`src/rtl/seq_mult_shift_add.sv`:
```
// Sequential unsigned shift-and-add multiplier built on a ripple chain of Full_Adder cells.
// One product per WIDTH+2 cycles with a start/busy/done handshake.

module Full_Adder (
    output logic Sum,
    output logic Carry,
    input  logic A,
    input  logic B,
    input  logic CI
);
    assign Sum   = A ^ B ^ CI;
    assign Carry = (A & B) | (A & CI) | (B & CI);
endmodule

module seq_mult_shift_add #(
    parameter int unsigned WIDTH = 4
) (
    input  logic                 clk,
    input  logic                 rst,
    input  logic                 start,
    input  logic [WIDTH-1:0]     A,
    input  logic [WIDTH-1:0]     B,
    output logic [2*WIDTH-1:0]   P,
    output logic                 busy,
    output logic                 done
);
    localparam int unsigned PW = 2 * WIDTH;
    localparam int unsigned CW = $clog2(WIDTH);

    typedef enum logic [1:0] {
        IDLE = 2'd0,
        CALC = 2'd1,
        DONE = 2'd2
    } state_t;

    state_t            state;
    state_t            state_nxt;
    logic [WIDTH-1:0]  mcand;
    logic [WIDTH-1:0]  mcand_nxt;
    logic [PW-1:0]     acc;
    logic [PW-1:0]     acc_nxt;
    logic [CW-1:0]     cnt;
    logic [CW-1:0]     cnt_nxt;
    logic [PW-1:0]     p_nxt;
    logic              busy_nxt;
    logic              done_nxt;

    logic [WIDTH-1:0]  addend;
    logic [WIDTH-1:0]  sum;
    logic [WIDTH:0]    carry;
    logic [PW-1:0]     acc_shift;

    // Partial product: add multiplicand to upper half when the current multiplier bit is set
    assign addend   = acc[0] ? mcand : '0;
    assign carry[0] = 1'b0;

    for (genvar i = 0; i < WIDTH; i++) begin : g_ripple
        Full_Adder u_fa (
            .Sum   (sum[i]),
            .Carry (carry[i+1]),
            .A     (acc[WIDTH+i]),
            .B     (addend[i]),
            .CI    (carry[i])
        );
    end

    // Carry-out is kept as the new MSB so the full 2*WIDTH product stays exact
    assign acc_shift = {carry[WIDTH], sum, acc[WIDTH-1:1]};

    always_ff @(posedge clk or posedge rst) begin
        if (rst) begin
            state <= IDLE;
            mcand <= '0;
            acc   <= '0;
            cnt   <= '0;
            P     <= '0;
            busy  <= 1'b0;
            done  <= 1'b0;
        end else begin
            state <= state_nxt;
            mcand <= mcand_nxt;
            acc   <= acc_nxt;
            cnt   <= cnt_nxt;
            P     <= p_nxt;
            busy  <= busy_nxt;
            done  <= done_nxt;
        end
    end

    // Next-state, datapath and registered-output decode
    always_comb begin
        state_nxt = state;
        mcand_nxt = mcand;
        acc_nxt   = acc;
        cnt_nxt   = cnt;
        p_nxt     = P;
        busy_nxt  = 1'b0;
        done_nxt  = 1'b0;

        case (state)
            IDLE: begin
                if (start) begin
                    mcand_nxt = A;
                    acc_nxt   = {{WIDTH{1'b0}}, B};
                    cnt_nxt   = '0;
                    p_nxt     = '0;
                    state_nxt = CALC;
                    busy_nxt  = 1'b1;
                end
            end
            CALC: begin
                acc_nxt  = acc_shift;
                cnt_nxt  = cnt + CW'(1);
                busy_nxt = 1'b1;
                if (cnt == CW'(WIDTH - 1)) begin
                    p_nxt     = acc_shift;
                    state_nxt = DONE;
                    done_nxt  = 1'b1;
                end
            end
            DONE: begin
                state_nxt = IDLE;
            end
            default: begin
                state_nxt = IDLE;
            end
        endcase
    end
endmodule

```
`config.mk`:
```
export PLATFORM = sky130hd
export DESIGN_NAME = seq_mult_shift_add
export DESIGN_NICKNAME = d
export VERILOG_FILES = /design/src/rtl/seq_mult_shift_add.sv
export SDC_FILE = /design/constraint.sdc
export NUM_CORES = 1
export LEC_CHECK = 0
export ABC_CLOCK_PERIOD_IN_PS = 2610
export BUFFER_PORTS_ARGS = -buffer_cell sky130_fd_sc_hd__buf_2
export CAP_MARGIN = 10
export CORE_ASPECT_RATIO = 1.2
export CORE_MARGIN = 4
export CORE_UTILIZATION = 49
export DETAILED_ROUTE_END_ITERATION = 8
export PLACE_DENSITY_LB_ADDON = 0.08
export SLEW_MARGIN = 10
export SYNTH_ARGS = -nofsm -noshare
export SYNTH_HDL_FRONTEND = slang
export SYNTH_HIERARCHICAL = 1
export SYNTH_SLANG_ARGS = --single-unit
```
`constraint.sdc`:
```
create_clock -name clk -period 2.61 [get_ports clk]
set_input_delay 0.522 -clock clk [delete_from_list [all_inputs] [get_ports clk]]
set_output_delay 0.522 -clock clk [all_outputs]
set_load 0.01 [all_outputs]
```
==> results of run 1 <==
## area by class of cell
type	instances	area share, %
multi-input cells	63	37.0
clock buffers	3	1.58
flip-flops and latches	26	45.7
well taps	31	2.72
inverters	15	3.95
repair buffers	24	9.13
## metal layers
layer | routed length (um) | track usage [%]
met5 | 0 | 0
met4 | 68 | 8.41
met3 | 106 | 2.36
met2 | 1120 | 24.2
met1 | 1070 | 22.2
## flip-flops by register name, summed over array words and instances, names as in the netlist
signal  count
P           8
acc         8
busy        1
cnt         2
done        1
mcand       4
state       2
## what timing repair did
action                                  CTS  global route
hold buffers                              0             0
endpoints found under the setup margin    1             2
gates resized for setup                   0             3
pin swaps                                 0             1
buffers inserted                          1             0
## cells by family after synthesis
group / Yosys count
buf+inv: 21
flops: 26
fa+ha+maj: 5
compound gates: 19
simple gates: 33
other cells: 1
mux: 5
## placed cells by master (no fill, tap or decap), drive strengths merged, types with 3 or more instances in the layout
master,Yosys,routed
a221oi,3,3
a22o,5,5
and2,6,6
buf,1,24
clkbuf,5,3
dfrtp,26,26
fa,4,4
inv,15,15
mux2,5,5
nand2,8,8
nand3b,8,8
nor2b,5,5
nor3b,4,4
o221ai,8,8
## worst paths after layout
check,startpoint,to,slack (ns),depth (start not counted)
max reg2reg,mcand[0],P[6],0.16,7
max in group asynchronous,rst,acc[6],1.83,3
max,mcand[0],P[6],0.16,7
min reg2reg,mcand[0],mcand[0],0.51,1
min in group clk,A[3],mcand[3],0.42,2
min,rst,acc[7],0.21,2
## through the flow
step / area (sq um) / cells / power [W] / worst slack, ns / hold WS, ns
after global routing: 1430 / 162 / 0.00193 / 0.0433 / 0.235
after global placement: 1390 / 158 / 0.00156 / 0.111 / 0.485
after floorplan: 1250 / 110 / 0.00134 / 0.158 / 0.473
after CTS: 1420 / 162 / 0.00177 / 0.0221 / 0.231
final: 1430 / 162 / 0.00177 / 0.157 / 0.214
after detailed placement: 1390 / 158 / 0.00159 / 0.0262 / 0.490
## power by group through the flow
stage | Combinational, W | Sequential (W) | Clock, W
after floorplan | 0.000623 | 0.000716 | 0
after global placement | 0.000840 | 0.000719 | 0
after detailed placement | 0.000866 | 0.000724 | 0
after CTS | 0.000882 | 0.000712 | 0.000172
after global routing | 0.00100 | 0.000744 | 0.000191
final | 0.000892 | 0.000713 | 0.000167
==> Flow_metrics.wiki, run 1 <==
{| class="wikitable"
! Metric !! Value
|-
| Status || finished, final reports clean
|-
| Io pins || 21
|-
| Starting density of the core || 53.1%
|-
| Slew headroom || 60.3%
|-
| Maximum clock rate || 408 MHz
|-
| Biggest area consumer among synthesized cells || sky130_fd_sc_hd__dfrtp_1
|-
| Port Buffer Count || 20
|-
| Final period demand of the worst path || 2.45 ns
|-
| Core Footprint || 2350 sq um
|-
| Lkg Pwr || 0.680 nW
|-
| # Max-Cap Violations || 0
|-
| Number of cells produced by synthesis || 110
|-
| Final standard cell utilization of the core || 60.6%
|-
| Depth of the CTS H-tree || 1
|-
| Kind of end point of the critical path || flip-flop
|-
| Number of antenna cells inserted || 0
|-
| Switching power share of the total || 39.3%
|-
| Slowest cell on the critical path || sky130_fd_sc_hd__fa_1
|-
| Die boundary width || 54.1 um
|-
| Top area cells in the synthesized netlist || sky130_fd_sc_hd__dfrtp_1 (52%), sky130_fd_sc_hd__fa_1 (6.4%), sky130_fd_sc_hd__o221ai_1 (5.6%)
|-
| Slew Viols, Final || 0
|-
| Reg clk slew, reported paths || 0.13 ns
|-
| Initial antenna violation count || 0
|-
| Worst Path Class, Setup || reg2reg
|-
| Main combinational cell family by area after synthesis || simple AND/OR/NAND/NOR gates
|-
| Fraction of final layout cells sized beyond drive strength 1 || 28.2%
|-
| Post-Syn Nets || 126
|-
| Post-route DRC violation count || 0
|-
| Compound-gate portion of the synthesized area || 13.0%
|-
| Setup Skew || 0.00317 ns
|-
| Yosys warning total || 6
|-
| Fraction of synthesized area in multiplexers || 4.50%
|-
| Setup violation total in the final timing report || 0
|-
| Area added between synthesis and finish || 14.0%
|-
| Fraction of registers with async set or reset after synthesis || 100%
|-
| Library cell used as clock root buffer || sky130_fd_sc_hd__clkbuf_4
|-
| Combined area of all synthesized cells || 1250 sq um
|-
| Synthesized-area fraction occupied by adder cells || 7.41%
|-
| Largest net degree at the start of global routing || 15
|-
| Min-Delay Path Class || in2async
|-
| Family with the most delay on the worst path || adder cells
|-
| Sinks on Clock Net || 26
|-
| Register bit total from synthesis || 26
|-
| Cts bufs inserted || 3
|-
| List of most frequent post-synthesis cells || sky130_fd_sc_hd__dfrtp_1 (26), sky130_fd_sc_hd__inv_1 (14), sky130_fd_sc_hd__nand2_1 (8), sky130_fd_sc_hd__nand3b_1 (8), sky130_fd_sc_hd__o221ai_1 (8)
|-
| Die Ht || 63.3 um
|-
| Mean instance size in the synthesized netlist || 11.4 sq um
|-
| Combinational share of power || 50.3%
|-
| Wire length of the first global-routing pass || 4.06 mm
|-
| Top-count cell post-synth || sky130_fd_sc_hd__dfrtp_1
|-
| Area of the multi-input gates || 527 sq um
|-
| Vias post-DR || 877
|-
| Buffer depth of the longest clock path || 2
|-
| First-pass DRT Iterations || 4
|-
| HPWL reported at the end of detailed placement || 1.77 mm
|-
| Via count of the first global-routing pass || 853
|-
| Fraction of synthesized cell area in xor and xnor cells || 0%
|-
| Data arrival time at the worst-slack endpoint || 2.70 ns
|-
| Global placement routability congestion || 0.817
|-
| Number of enable flip-flop cells after synthesis || 0
|-
| Final wirelength || 2.36 mm
|-
| Number of nets in the layout || 149
|-
| Portion of total power attributed to sequential cells || 40.2%
|-
| Startpoint type of the worst setup path || flip-flop
|-
| CP Max Fanout || 2
|-
| Count of fill cells added during filler insertion || 207
|-
| Internal power || 0.00107 W
|-
| Row count || 19
|-
| Area taken by flip-flops and latches || 651 sq um
|-
| Cell type with the highest occurrence count on the critical path || sky130_fd_sc_hd__fa_2
|-
| Count of nets left with antenna violations after detail routing || 0
|-
| Unrepaired setup endpoints after global routing || no
|-
| Slew at the pin closest to its max-slew limit || 0.594 ns
|-
| Overflow left after global routing || 0
|-
| Sw Pwr || 0.000697 W
|-
| Clk Latency, worst-skew pair || 0.32 ns
|-
| Number of distinct library cells after synthesis || 23
|-
| Max IR drop VDD || 0.660 mV
|-
| Area share of the largest cell type after synthesis || 52.1%
|-
| Final total negative setup slack || 0 ns
|-
| Relative contribution of the clock network to total power || 9.4%
|-
| Worst path max stage delay || 0.54 ns
|-
| Fin. Hold Viols || 0
|-
| Starting DRC count in detailed routing || 22
|-
| Critical Path, Cell by Cell || and2_1, fa_2, fa_2, fa_2, fa_1, nand2_1, o221ai_1
|-
| Routed len/inst || 14.6 um
|-
| Cell Pwr Density || 1240 nW/um^2
|-
| Die area || 3430 sq um
|-
| Clock tree from TritonCTS || built
|-
| Sequential-to-total area share from yosys stat || 52.1%
|-
| Crit path buffers/inverters || 0
|-
| Avg Vias per Cell || 5.41
|-
| Critical Path RT || 2.85 ns
|-
| Share of the clock period used by the worst path || 94.0%
|-
| Dominant register cell in the synthesized netlist || sky130_fd_sc_hd__dfrtp_1
|-
| Area fraction in and, or, nand and nor cells after synthesis || 16.3%
|-
| Tot GR Track Use || 16.2%
|}
No activity file was read; power rests on OpenSTA's default activity.
==> run 2: changes to the inputs <==
--- a/config.mk
+++ b/config.mk
@@ -11,7 +11,9 @@
 export CORE_ASPECT_RATIO = 1.2
 export CORE_MARGIN = 4
 export CORE_UTILIZATION = 49
+export CTS_BUF_LIST = sky130_fd_sc_hd__clkbuf_16
 export DETAILED_ROUTE_END_ITERATION = 8
+export GPL_TIMING_DRIVEN = 0
 export PLACE_DENSITY_LB_ADDON = 0.08
 export SLEW_MARGIN = 10
 export SYNTH_ARGS = -nofsm -noshare
==> run 2 against run 1 <==
  * Clock skew fell by 0.00083 ns
  * Register-to-register slack got worse by 0.07 ns
  * Combinational power fell by 1%
  * Sequential share of layout area fell by 1.5 points
  * Global-route usage fell by 0.64 points
  * Clock-buffer cell count did not move
  * Worst setup slack got worse by 0.067 ns
  * Clock power rose by 100%
==> Flow_metrics.wiki, run 2 (synthesized netlist as in run 1, its figures left out) <==
{| class="wikitable"
! Metric !! Value
|-
| Core Footprint || 2350 sq um (unchanged)
|-
| Post-CTS Setup Repair Bufs || 0 (was 1)
|-
| Number of antenna cells inserted || 0 (unchanged)
|-
| Number of nets in the layout || 151 (was 149)
|-
| Overall power || 0.00192 W (was 0.00177 W)
|-
| Family with the most delay on the worst path || adder cells (unchanged)
|-
| Die Ht || 63.3 um (unchanged)
|-
| Clk Latency, worst-skew pair || 0.26 ns (was 0.32 ns)
|-
| Unrepaired setup endpoints after global routing || no (unchanged)
|-
| Slowest cell on the critical path || sky130_fd_sc_hd__fa_1 (unchanged)
|-
| Largest net degree at the start of global routing || 27 (was 15)
|-
| Port Buffer Count || 20 (unchanged)
|-
| Slew Viols, Final || 0 (unchanged)
|-
| Io pins || 21 (unchanged)
|-
| Starting density of the core || 53.1% (unchanged)
|-
| Final total negative setup slack || 0 ns (unchanged)
|-
| First-pass DRT Iterations || 4 (unchanged)
|-
| Clock tree from TritonCTS || built (unchanged)
|-
| Row count || 19 (unchanged)
|-
| Final Instance Count excl. Fillers || 165 (was 162)
|-
| # Max-Cap Violations || 0 (unchanged)
|-
| Startpoint type of the worst setup path || flip-flop (unchanged)
|-
| Library cell used as clock root buffer || sky130_fd_sc_hd__clkbuf_16 (was sky130_fd_sc_hd__clkbuf_4)
|-
| Initial antenna violation count || 0 (unchanged)
|-
| Min-Delay Path Class || in2async (unchanged)
|-
| Wire length of the first global-routing pass || 3.97 mm (was 4.06 mm)
|-
| Cts bufs inserted || 3 (unchanged)
|-
| Via count of the first global-routing pass || 910 (was 853)
|-
| Final wirelength || 2.28 mm (was 2.36 mm)
|-
| Maximum clock rate || 397 MHz (was 408 MHz)
|-
| Length in cells of the worst reg-to-reg path || 7 (unchanged)
|-
| Overflow left after global routing || 0 (unchanged)
|-
| Count of nets left with antenna violations after detail routing || 0 (unchanged)
|-
| Setup Skew || 0.00234 ns (was 0.00317 ns)
|-
| Commonest non-fill, non-tap cell in the layout || sky130_fd_sc_hd__dfrtp_1 (unchanged)
|-
| Post-route DRC violation count || 0 (unchanged)
|-
| Die boundary width || 54.1 um (unchanged)
|-
| Sinks on Clock Net || 26 (unchanged)
|-
| Starting DRC count in detailed routing || 34 (was 22)
|-
| Vias post-DR || 875 (was 877)
|-
| Critical Path RT || 2.78 ns (was 2.85 ns)
|-
| Buffer depth of the longest clock path || 2 (unchanged)
|-
| Global placement routability congestion || 0.753 (was 0.817)
|-
| Final period demand of the worst path || 2.52 ns (was 2.45 ns)
|-
| Max IR drop VDD || 0.793 mV (was 0.660 mV)
|-
| Largest registers in the final layout || P: 8 flops, acc: 8 flops, mcand: 4 flops (unchanged)
|-
| Setup violation total in the final timing report || 0 (unchanged)
|-
| Cell depth of the worst setup path || 7 (unchanged)
|-
| Cell count after placement || 161 (was 158)
|-
| Area added between synthesis and finish || 17.8% (was 14.0%)
|-
| Routed len/inst || 13.8 um (was 14.6 um)
|-
| Data arrival time at the worst-slack endpoint || 2.69 ns (was 2.70 ns)
|-
| Share of the clock period used by the worst path || 96.5% (was 94.0%)
|-
| Kind of end point of the critical path || flip-flop (unchanged)
|-
| Leading cell types in the layout, fill and taps excluded || sky130_fd_sc_hd__dfrtp_1 (26), sky130_fd_sc_hd__buf_2 (21), sky130_fd_sc_hd__inv_1 (14) (was sky130_fd_sc_hd__dfrtp_1 (26), sky130_fd_sc_hd__buf_2 (20), sky130_fd_sc_hd__inv_1 (14))
|-
| Slew headroom || 37.4% (was 60.3%)
|-
| Die area || 3430 sq um (unchanged)
|-
| CP Max Fanout || 5 (was 2)
|-
| Fin. Hold Viols || 0 (unchanged)
|-
| Critical Path, Cell by Cell || and2_1, fa_1, fa_2, fa_2, fa_1, nand2_1, o221ai_1 (was and2_1, fa_2, fa_2, fa_2, fa_1, nand2_1, o221ai_1)
|-
| Reg clk slew, reported paths || 0.06 ns (was 0.13 ns)
|-
| Avg Vias per Cell || 5.30 (was 5.41)
|-
| CTS Hold Buffers Added || 0 (unchanged)
|-
| Tot GR Track Use || 15.5% (was 16.2%)
|-
| Worst Path Class, Setup || reg2reg (unchanged)
|-
| Final standard cell utilization of the core || 62.6% (was 60.6%)
|-
| Fraction of final layout cells sized beyond drive strength 1 || 24.6% (was 28.2%)
|-
| Worst path max stage delay || 0.53 ns (was 0.54 ns)
|-
| Crit path buffers/inverters || 0 (unchanged)
|-
| Status || finished, final reports clean (unchanged)
|-
| HPWL reported at the end of detailed placement || 1.71 mm (was 1.77 mm)
|-
| Cell Pwr Density || 1310 nW/um^2 (was 1240 nW/um^2)
|-
| Depth of the CTS H-tree || 1 (unchanged)
|-
| Lkg Pwr || 0.698 nW (was 0.680 nW)
|-
| Slew at the pin closest to its max-slew limit || 0.938 ns (was 0.594 ns)
|}
[run 2: cell types whose count changed in the layout (fill, tap and decap cells not counted)]
| cell | previous run | this run |
|---|---|---|
| sky130_fd_sc_hd__buf_2 | 20 | 21 |
| sky130_fd_sc_hd__buf_4 | 4 | 0 |
| sky130_fd_sc_hd__clkbuf_1 | 0 | 5 |
| sky130_fd_sc_hd__clkbuf_16 | 0 | 3 |
| sky130_fd_sc_hd__clkbuf_4 | 3 | 0 |
| sky130_fd_sc_hd__clkinv_1 | 0 | 1 |
| sky130_fd_sc_hd__fa_1 | 1 | 2 |
| sky130_fd_sc_hd__fa_2 | 3 | 2 |
[run 2: area by class of cell]
cell class / instances / area (sq um)
Timing Repair Buffer: 20 / 100
Clock inverter: 1 / 3.75
Inverter: 15 / 56.3
Multi-Input combinational cell: 63 / 524
Fill cell: 207 / 881
Buffer: 6 / 23.8
Tap cell: 31 / 38.8
Sequential cell: 26 / 651
Clock buffer: 3 / 75.1
[run 2: timing repair]
item / in CTS / in global routing
resized for setup: 1 / 1
pin swaps: 1 / 1
setup endpoints to repair: 1 / 2
gates cloned: 0 / 0
[run 2: metal layers]
| metal | vias up | global-route usage [%] | share of wire [%] | wire, um |
|---|---|---|---|---|
| li1 | 427 | - | - | - |
| met1 | 430 | 20.2 | 46 | 1050 |
| met2 | 14 | 25.2 | 49 | 1110 |
| met3 | 4 | 2.83 | 3.4 | 78 |
| met4 | 0 | 5.61 | 1.7 | 38 |
| met5 | - | 0 | 0 | 0 |
[run 2: through the flow]
stage	hold slack [ns]	instance area, sq um	setup slack, ns
2_1_floorplan	0.473	1250	0.158
3_5_place_dp	0.491	1390	0.00347
4_1_cts	0.491	1470	0.00837
3_3_place_gp	0.482	1390	0.0228
6_report	0.466	1470	0.0901
5_1_grt	0.499	1470	0.00132
[run 2: power breakdown]
part / internal (W) / switching [W]
combinational: 0.000422 / 0.000457
clock: 0.000205 / 0.000130
sequential: 0.000584 / 0.000126
total: 0.00121 / 0.000713
[run 2: final timing paths]
check,startpoint,slack (ns),endpoint
setup / recovery,acc[0],0.09,P[6]
hold / removal,rst,0.47,done
setup reg to reg,acc[0],0.09,P[6]
hold reg to reg,mcand[1],0.50,mcand[1]
max in group asynchronous,rst,1.57,P[0]
min in group clk,A[3],0.49,mcand[3]
